===== src/rtl/decode_issue.sv =====
// Decode/issue stage: decodes MIPS fields, interlocks RAW/WAW hazards with a
// scoreboard, and delays writeback clears until the register set shows the data.
module decode_issue #(
    parameter int WB_VIS = 3
) (
    input  logic        clock,
    input  logic        reset_n,
    input  logic        if_valid,
    input  logic [31:0] if_instr,
    output logic        if_ready,
    output logic [4:0]  rnum1,
    output logic [4:0]  rnum2,
    input  logic        wb_valid,
    input  logic [4:0]  wb_num,
    input  logic [31:0] wb_data,
    output logic        write,
    output logic [4:0]  wnum,
    output logic [31:0] wdata,
    output logic        ex_valid,
    output logic [5:0]  ex_opcode,
    output logic [5:0]  ex_funct,
    output logic [4:0]  ex_shamt,
    output logic [31:0] ex_imm,
    output logic [25:0] ex_target,
    output logic [4:0]  ex_dest,
    output logic        ex_illegal
);

    logic        r_d_valid;
    logic [31:0] r_d_instr;
    logic [31:0] r_sb;
    logic [WB_VIS-1:0] r_dl_v;
    logic [4:0]  r_dl_n [WB_VIS];

    logic [5:0]  w_op;
    logic [5:0]  w_funct;
    logic [4:0]  w_rs;
    logic [4:0]  w_rt;
    logic [4:0]  w_rd;
    logic        w_use_rs;
    logic        w_use_rt;
    logic [4:0]  w_dest;
    logic        w_illegal;
    logic        w_hazard;
    logic        w_issue;
    logic [31:0] w_set;
    logic [31:0] w_clr;

    assign w_op    = r_d_instr[31:26];
    assign w_funct = r_d_instr[5:0];
    assign w_rs    = r_d_instr[25:21];
    assign w_rt    = r_d_instr[20:16];
    assign w_rd    = r_d_instr[15:11];

    always_comb begin
        w_use_rs  = 1'b0;
        w_use_rt  = 1'b0;
        w_dest    = 5'd0;
        w_illegal = 1'b0;
        case (w_op)
            6'h00: begin
                w_use_rs = 1'b1;
                w_use_rt = 1'b1;
                w_dest   = (w_funct == 6'h08) ? 5'd0 : w_rd;
            end
            6'h08, 6'h09, 6'h0A, 6'h0C, 6'h0D, 6'h0E, 6'h23: begin
                w_use_rs = 1'b1;
                w_dest   = w_rt;
            end
            6'h0F: w_dest = w_rt;
            6'h2B, 6'h04, 6'h05: begin
                w_use_rs = 1'b1;
                w_use_rt = 1'b1;
            end
            6'h02: w_dest = 5'd0;
            6'h03: w_dest = 5'd31;
            default: w_illegal = 1'b1;
        endcase
    end

    // Register 0 is never marked busy, so it can never block.
    assign w_hazard = r_d_valid &&
        ((w_use_rs && w_rs != 5'd0 && r_sb[w_rs]) ||
         (w_use_rt && w_rt != 5'd0 && r_sb[w_rt]) ||
         (w_dest != 5'd0 && r_sb[w_dest]));
    assign w_issue  = r_d_valid && !w_hazard;
    assign if_ready = !r_d_valid || w_issue;

    assign rnum1 = r_d_valid ? w_rs : 5'd0;
    assign rnum2 = r_d_valid ? w_rt : 5'd0;

    assign write = wb_valid;
    assign wnum  = wb_num;
    assign wdata = wb_data;

    assign w_set = (w_issue && w_dest != 5'd0) ? (32'd1 << w_dest) : 32'd0;
    assign w_clr = r_dl_v[WB_VIS-1] ? (32'd1 << r_dl_n[WB_VIS-1]) : 32'd0;

    always_ff @(posedge clock or negedge reset_n) begin
        if (!reset_n) begin
            r_d_valid <= 1'b0;
            r_d_instr <= 32'd0;
        end else if (if_valid && if_ready) begin
            r_d_valid <= 1'b1;
            r_d_instr <= if_instr;
        end else if (w_issue) begin
            r_d_valid <= 1'b0;
        end
    end

    // Set is applied after clear so a same-edge set wins.
    always_ff @(posedge clock or negedge reset_n) begin
        if (!reset_n) r_sb <= 32'd0;
        else          r_sb <= (r_sb & ~w_clr) | w_set;
    end

    always_ff @(posedge clock or negedge reset_n) begin
        if (!reset_n) begin
            r_dl_v <= '0;
            for (int i = 0; i < WB_VIS; i++) r_dl_n[i] <= 5'd0;
        end else begin
            r_dl_v[0] <= wb_valid && (wb_num != 5'd0);
            r_dl_n[0] <= wb_num;
            for (int i = 1; i < WB_VIS; i++) begin
                r_dl_v[i] <= r_dl_v[i-1];
                r_dl_n[i] <= r_dl_n[i-1];
            end
        end
    end

    always_ff @(posedge clock or negedge reset_n) begin
        if (!reset_n) begin
            ex_valid   <= 1'b0;
            ex_opcode  <= 6'd0;
            ex_funct   <= 6'd0;
            ex_shamt   <= 5'd0;
            ex_imm     <= 32'd0;
            ex_target  <= 26'd0;
            ex_dest    <= 5'd0;
            ex_illegal <= 1'b0;
        end else begin
            ex_valid <= w_issue;
            if (w_issue) begin
                ex_opcode  <= w_op;
                ex_funct   <= w_funct;
                ex_shamt   <= r_d_instr[10:6];
                ex_imm     <= {{16{r_d_instr[15]}}, r_d_instr[15:0]};
                ex_target  <= r_d_instr[25:0];
                ex_dest    <= w_dest;
                ex_illegal <= w_illegal;
            end
        end
    end

endmodule


===== config.mk =====
export PLATFORM = sky130hd
export DESIGN_NAME = decode_issue
export DESIGN_NICKNAME = d
export VERILOG_FILES = /design/src/rtl/decode_issue.sv
export SDC_FILE = /design/constraint.sdc
export NUM_CORES = 1
export LEC_CHECK = 0
export CELL_PAD_IN_SITES_DETAIL_PLACEMENT = 1
export CELL_PAD_IN_SITES_GLOBAL_PLACEMENT = 2
export CORE_MARGIN = 2
export CORE_UTILIZATION = 30
export DETAILED_ROUTE_END_ITERATION = 10
export PLACE_DENSITY = 0.85
export SYNTH_ARGS = -nofsm -noshare
export SYNTH_HDL_FRONTEND = slang
export SYNTH_SLANG_ARGS = --single-unit

===== constraint.sdc =====
create_clock -name clock -period 4.4 [get_ports clock]
set_clock_uncertainty 0.2 [all_clocks]
set_input_delay 0.88 -clock clock [delete_from_list [all_inputs] [get_ports clock]]
set_output_delay 0.88 -clock clock [all_outputs]
set_load 0.01 [all_outputs]

; Word-level counts from Yosys, hierarchy flattened
; Index checks and enable logic that the tools add are counted.
[word_totals]
wordCells = 79
ff_bits = 149
inputBits = 73
[op_classes]
n_lt_le_gt_ge = 3
n_mux = 17
eq_ne = 14
reduce_logical = 25
bitwise_logic = 3
n_shift = 2
[ops]
columns = op, n
row1 = $mux W32, 2
row2 = $shl A1 B5 Y32 const A, 2
row3 = $eq A6 B4 Y1 const B, 8
row4 = $and A32 B32 Y32, 1
row5 = $not A32 Y32, 1
row6 = $or A32 B32 Y32, 1
row7 = $reduce_bool A5 Y1, 4
row8 = $lt A5 B6 Y1 const B, 3
row9 = $bmux W1 S5, 3
row10 = $mux W5, 3
row11 = $pmux W5 S3, 1
row12 = $reduce_or A14 Y1, 1
row13 = $eq A6 B2 Y1 const B, 2
row14 = $eq A6 B3 Y1 const B, 2
row15 = $eq A6 B6 Y1 const B, 2
row16 = $reduce_or A11 Y1, 1
row17 = $logic_and A1 B1 Y1, 10
row18 = $mux W1, 8
row19 = $reduce_or A8 Y1, 1
row20 = $logic_not A6 Y1, 1
row21 = $reduce_or A4 Y1, 1
row22 = $logic_or A1 B1 Y1, 3
row23 = $logic_not A1 Y1, 2
row24 = $reduce_bool A2 Y1, 1

; Depth between registers and ports, before layout
[logic_depth]
word_depth = 13
ltp_mapped = 12
depth_no_buf = 9

; Worst setup path before layout
; OpenSTA, ideal clock, no wires.
[synth_path]
path_kind = register to output
startpoint = reg r_d_instr[1]
endpoint = out if_ready
path_slack_ns = 0.754
path_buffers = 0
path_stages_with_launch = 9
arrival_time_ns = 2.566
required_time_ns = 3.320
cell_sequence = dfrtp_1 -> or4b_4 -> o211a_1 -> a221o_1 -> or4_4 -> nor2_1 -> o41a_1 -> nand3_1 -> nand2_1
[synth_between]
elab_chain_cells = 11
elab_cells_between_ends = 12
classes_between = eq/ne: 1 / mux: 4 / reduce/logical: 7
[synth_lines]
columns = item, line_no
row1 = "start, declared", 30  ; logic [31:0] r_d_instr;
row2 = "start signal, assigned", 105  ; r_d_instr <= if_instr;
row3 = $eq A6 B4 Y1 *, 64  ; w_dest = (w_funct == 6'h08) ? 5'd0 : w_rd;
row4 = $mux W5 *, 64
row5 = $pmux W5 S3 *, 60  ; case (w_op)
row6 = $bmux W1 S5, 85  ; (w_dest != 5'd0 && r_sb[w_dest]));
row7 = $mux W1 (not written as such), 85
row8 = $logic_and A1 B1 Y1 *, 85
row9 = $logic_or A1 B1 Y1 *, 84  ; (w_use_rt && w_rt != 5'd0 && r_sb[w_rt]) ||
row10 = $logic_and A1 B1 Y1 *, 82  ; assign w_hazard = r_d_valid &&
row11 = $logic_not A1 Y1 *, 86  ; assign w_issue = r_d_valid && !w_hazard;
row12 = $logic_and A1 B1 Y1 *, 86
row13 = $logic_or A1 B1 Y1 *, 87  ; assign if_ready = !r_d_valid || w_issue;
row14 = "end, declared", 10  ; output logic if_ready,
; Every way passes the cells marked *; elsewhere a longest branch is shown, timed or not. The select of a mux whose other input is x is not followed.

; Worst setup path after layout
; Same ends and word-level chain as after synthesis.

==> results_dict.tcl <==
set metrics [dict create \
    synth.area.top_cells "dfrtp_1 46%, buf_4 9.3%, mux2_2 7.0%, mux2_4 6.9%, mux4_2 4.8%" \
    drt_iter0_drc 324 \
    ys_warn_count 0 \
    cts_tree "yes" \
    syn_inst 555 \
    drtAntennaViolNets 0 \
    synth_area_per_cell_um2 11.8 \
    dr.pass1.iters 4 \
    syn2layout_area_growth_pct 30.2 \
    num_rows 54 \
    synth_fp_nets 628 \
    grt_max_degree 65 \
    final_util_pct 39.5 \
    p_leak_nw 3.57 \
    htree_levels 4 \
    hold_buffers 0 \
    path_cells "or4b_4, o211a_4, a221o_1, or4_4, nor2_2, o41a_1, nand3_2, nand2_1, buf_6" \
    clock_latency_ps 420 \
    synth_edf_count 0 \
    dieArea_um2 23100 \
    grt_usage_pct 16.7 \
    slowest_delay_ps 590 \
    startpoint_type "flop" \
    yosysUniqueCellTypes 64 \
    period_needed_ps 4290 \
    use_met2_pct 28.3 \
    overflow 0 \
    synthArstFlopShare_pct 100 \
    clock.fmax_mhz 233 \
    worstPathArrival_ps 3210 \
    synth_seq_cells 121 \
    core-area_um2 21700 \
    clk_pin_slew_ps 60 \
    cp_top_family "simple AND/OR/NAND/NOR gates" \
    die-width_um 152 \
    ctsLongestPathBuffers 2 \
    synth_top_area_cell "dfrtp_1" \
    cts_buffers 17 \
    drive_gt1_share_pct 26.2 \
    start_util_pct 30.3 \
    grt_pass1_wl_um 30400 \
    gp_congestion 0.853 \
    syn_area_um2 6570 \
    final_hold_viol_count 0 \
    yosysSeqAreaShare_pct 46.1 \
    cts_root_buf "clkbuf_16" \
    crit_slowest_cell "or4b_4" \
    crit_buf_inv 1 \
    critPathKind "reg -> out" \
    grt_pass1_vias 5316 \
    via_per_inst 5.09 \
    ios 204 \
    num_antenna_cells 0 \
    clock_sinks 121 \
    grt.busiest_layer "met2" \
    finalWirelength_um 19000 \
    wl_per_cell_um 20.4 \
    synthFlopType "dfrtp_1" \
    max-cap-violations 0 \
    fin_nets 712 \
    power_density_nw_per_um2 870 \
    met3_usage_pct 4.96 \
    vias 4742 \
    relSlewSlack_pct 43.0 \
    required_ps 3320 \
    port_buffers 139 \
    setup_viol 0 \
    die_h_um 152 \
    worst-path-max-fanout 5 \
    holdCritPathClass "reg -> reg" \
    drc 0 \
    synth_top_cell_area_share_pct 46.1 \
    worst_setup_path_end_kind "output pin" \
    vdd_ir_drop_max_mv 0.329 \
    fin_crit_sh_pct 97.5 \
    outcome "complete, no violations" \
    maxSlewViolCount 0 \
    totalPowerFinal_w 0.00745 \
    tightest_slew_ps 854 \
    hpwl_um 14000 \
    grt_use_met1_pct 20.4 \
    antenna_found_initial 0 \
]
Yosys cell counts, types with 4 or more instances:
cell and instances:
dfrtp_1 121, buf_4 81, mux2_2 41, o21ai_0 37, o31ai_1 33, mux2_4 30
nand2_1 23, clkbuf_1 15, mux4_2 14, nor2_1 14, nand2b_1 12, and2_1 11
a21oi_1 10, buf_2 8, nand3_1 8, mux2i_1 7, nor2b_1 6, a221o_1 4
nor3b_1 4, nor4bb_1 4
state kept, by name, indices dropped and copies added (netlist names), 3 cells and up:
name	flops
r_d_instr	32
r_sb	31
r_dl_n	15
ex_target	11
ex_imm	6
ex_opcode	6
ex_dest	5
ex_funct	5
ex_shamt	4
r_dl_v	3
power breakdown:
part           switching, W  total [W]  leakage (nW)  internal [W]
combinational       0.00167    0.00385          1.78       0.00218
sequential         0.000543    0.00209          1.48       0.00155
clock              0.000523    0.00151         0.310      0.000983
total               0.00273    0.00745          3.57       0.00472
final cells by class:
class	instances	area (µm²)
clock buffer	19	453
clock inverter	13	193
tap	280	350
sequential	121	3030
timing repair buffer	176	1720
fill	2272	13100
multi-input combinational	321	2810
inverter	2	7.51
layer usage:
metal  vias to the layer above  part of all wire, %
met5                         -                    0
met3                        32                  5.4
met2                       158                   51
li1                       2133                    -
met1                      2419                   42
met4                         0                  2.0
timing repair:
action,4_1_cts,5_1_grt
buffers inserted,4,4
cloned,0,0
setup endpoints to repair,1,1
pin swaps,3,6
resized for setup,6,5
cell families (layout without fill, tap and decap cells):
family | count (synthesis) | count (layout) | share of synthesized area [%]
flops | 121 | 121 | 46.1
buf+inv | 113 | 210 | 11.6
simple gates | 102 | 102 | 8.95
compound gates | 124 | 124 | 13.1
mux | 95 | 95 | 20.3
worst register-to-register path, delay by kind of cell, from the launching register on:
kind | cells | cell delay [ps]
AND/OR/NAND/NOR | 3 | 1230
multiplexers | 1 | 430
flip-flops | 1 | 380
buffers and inverters | 2 | 400
AO/OA/AOI/OAI | 4 | 1100
through the flow:
step                      setup TNS, ps  hold slack [ps]  instances  setup WS, ps  area, µm²
after floorplan                       0              131        555           754       6570
after detailed placement              0              136        892          86.0       7830
after global placement                0              132        892           118       7830
after CTS                             0              149        928          2.63       8520
after global routing              -8.46              156        932         -8.46       8560
final                                 0              147        932           111       8560
path summary, 6_finish.rpt:
path / start / endpoint / slack [ps] / cells after the start
max: r_d_instr[1] / if_ready / 110 / 9
min: r_dl_n[9] / r_dl_n[4] / 150 / 0
max reg2reg: r_d_instr[1] / r_d_instr[1] / 560 / 10
min reg2reg: r_dl_n[9] / r_dl_n[4] / 150 / 0
max in group asynchronous: reset_n / r_d_instr[28] / 2810 / 2
min in group asynchronous: reset_n / r_dl_n[10] / 370 / 1
layout by cell type (no fill, tap or decap), types with 3 or more instances in the layout:
cell	n
buf_4	34
nor2_1	13
bufinv_16	4
nor2b_1	6
clkbuf_16	17
mux4_2	14
or2_2	3
dfrtp_1	120
mux2_4	30
nand3_2	3
nand4_1	3
a21o_1	3
clkdlybuf4s50_1	137
mux2_2	41
mux2_1	3
nor3b_1	4
buf_12	4
o21ai_0	37
and2_1	11
nand2b_1	12
a221o_1	4
o31ai_1	33
a21oi_1	10
nand3_1	6
nor4bb_1	4
o22ai_1	3
mux2i_1	7
nand2_1	23
clkinv_4	4
a211oi_1	3
o211ai_1	3
(Power assumes the default switching activity.)
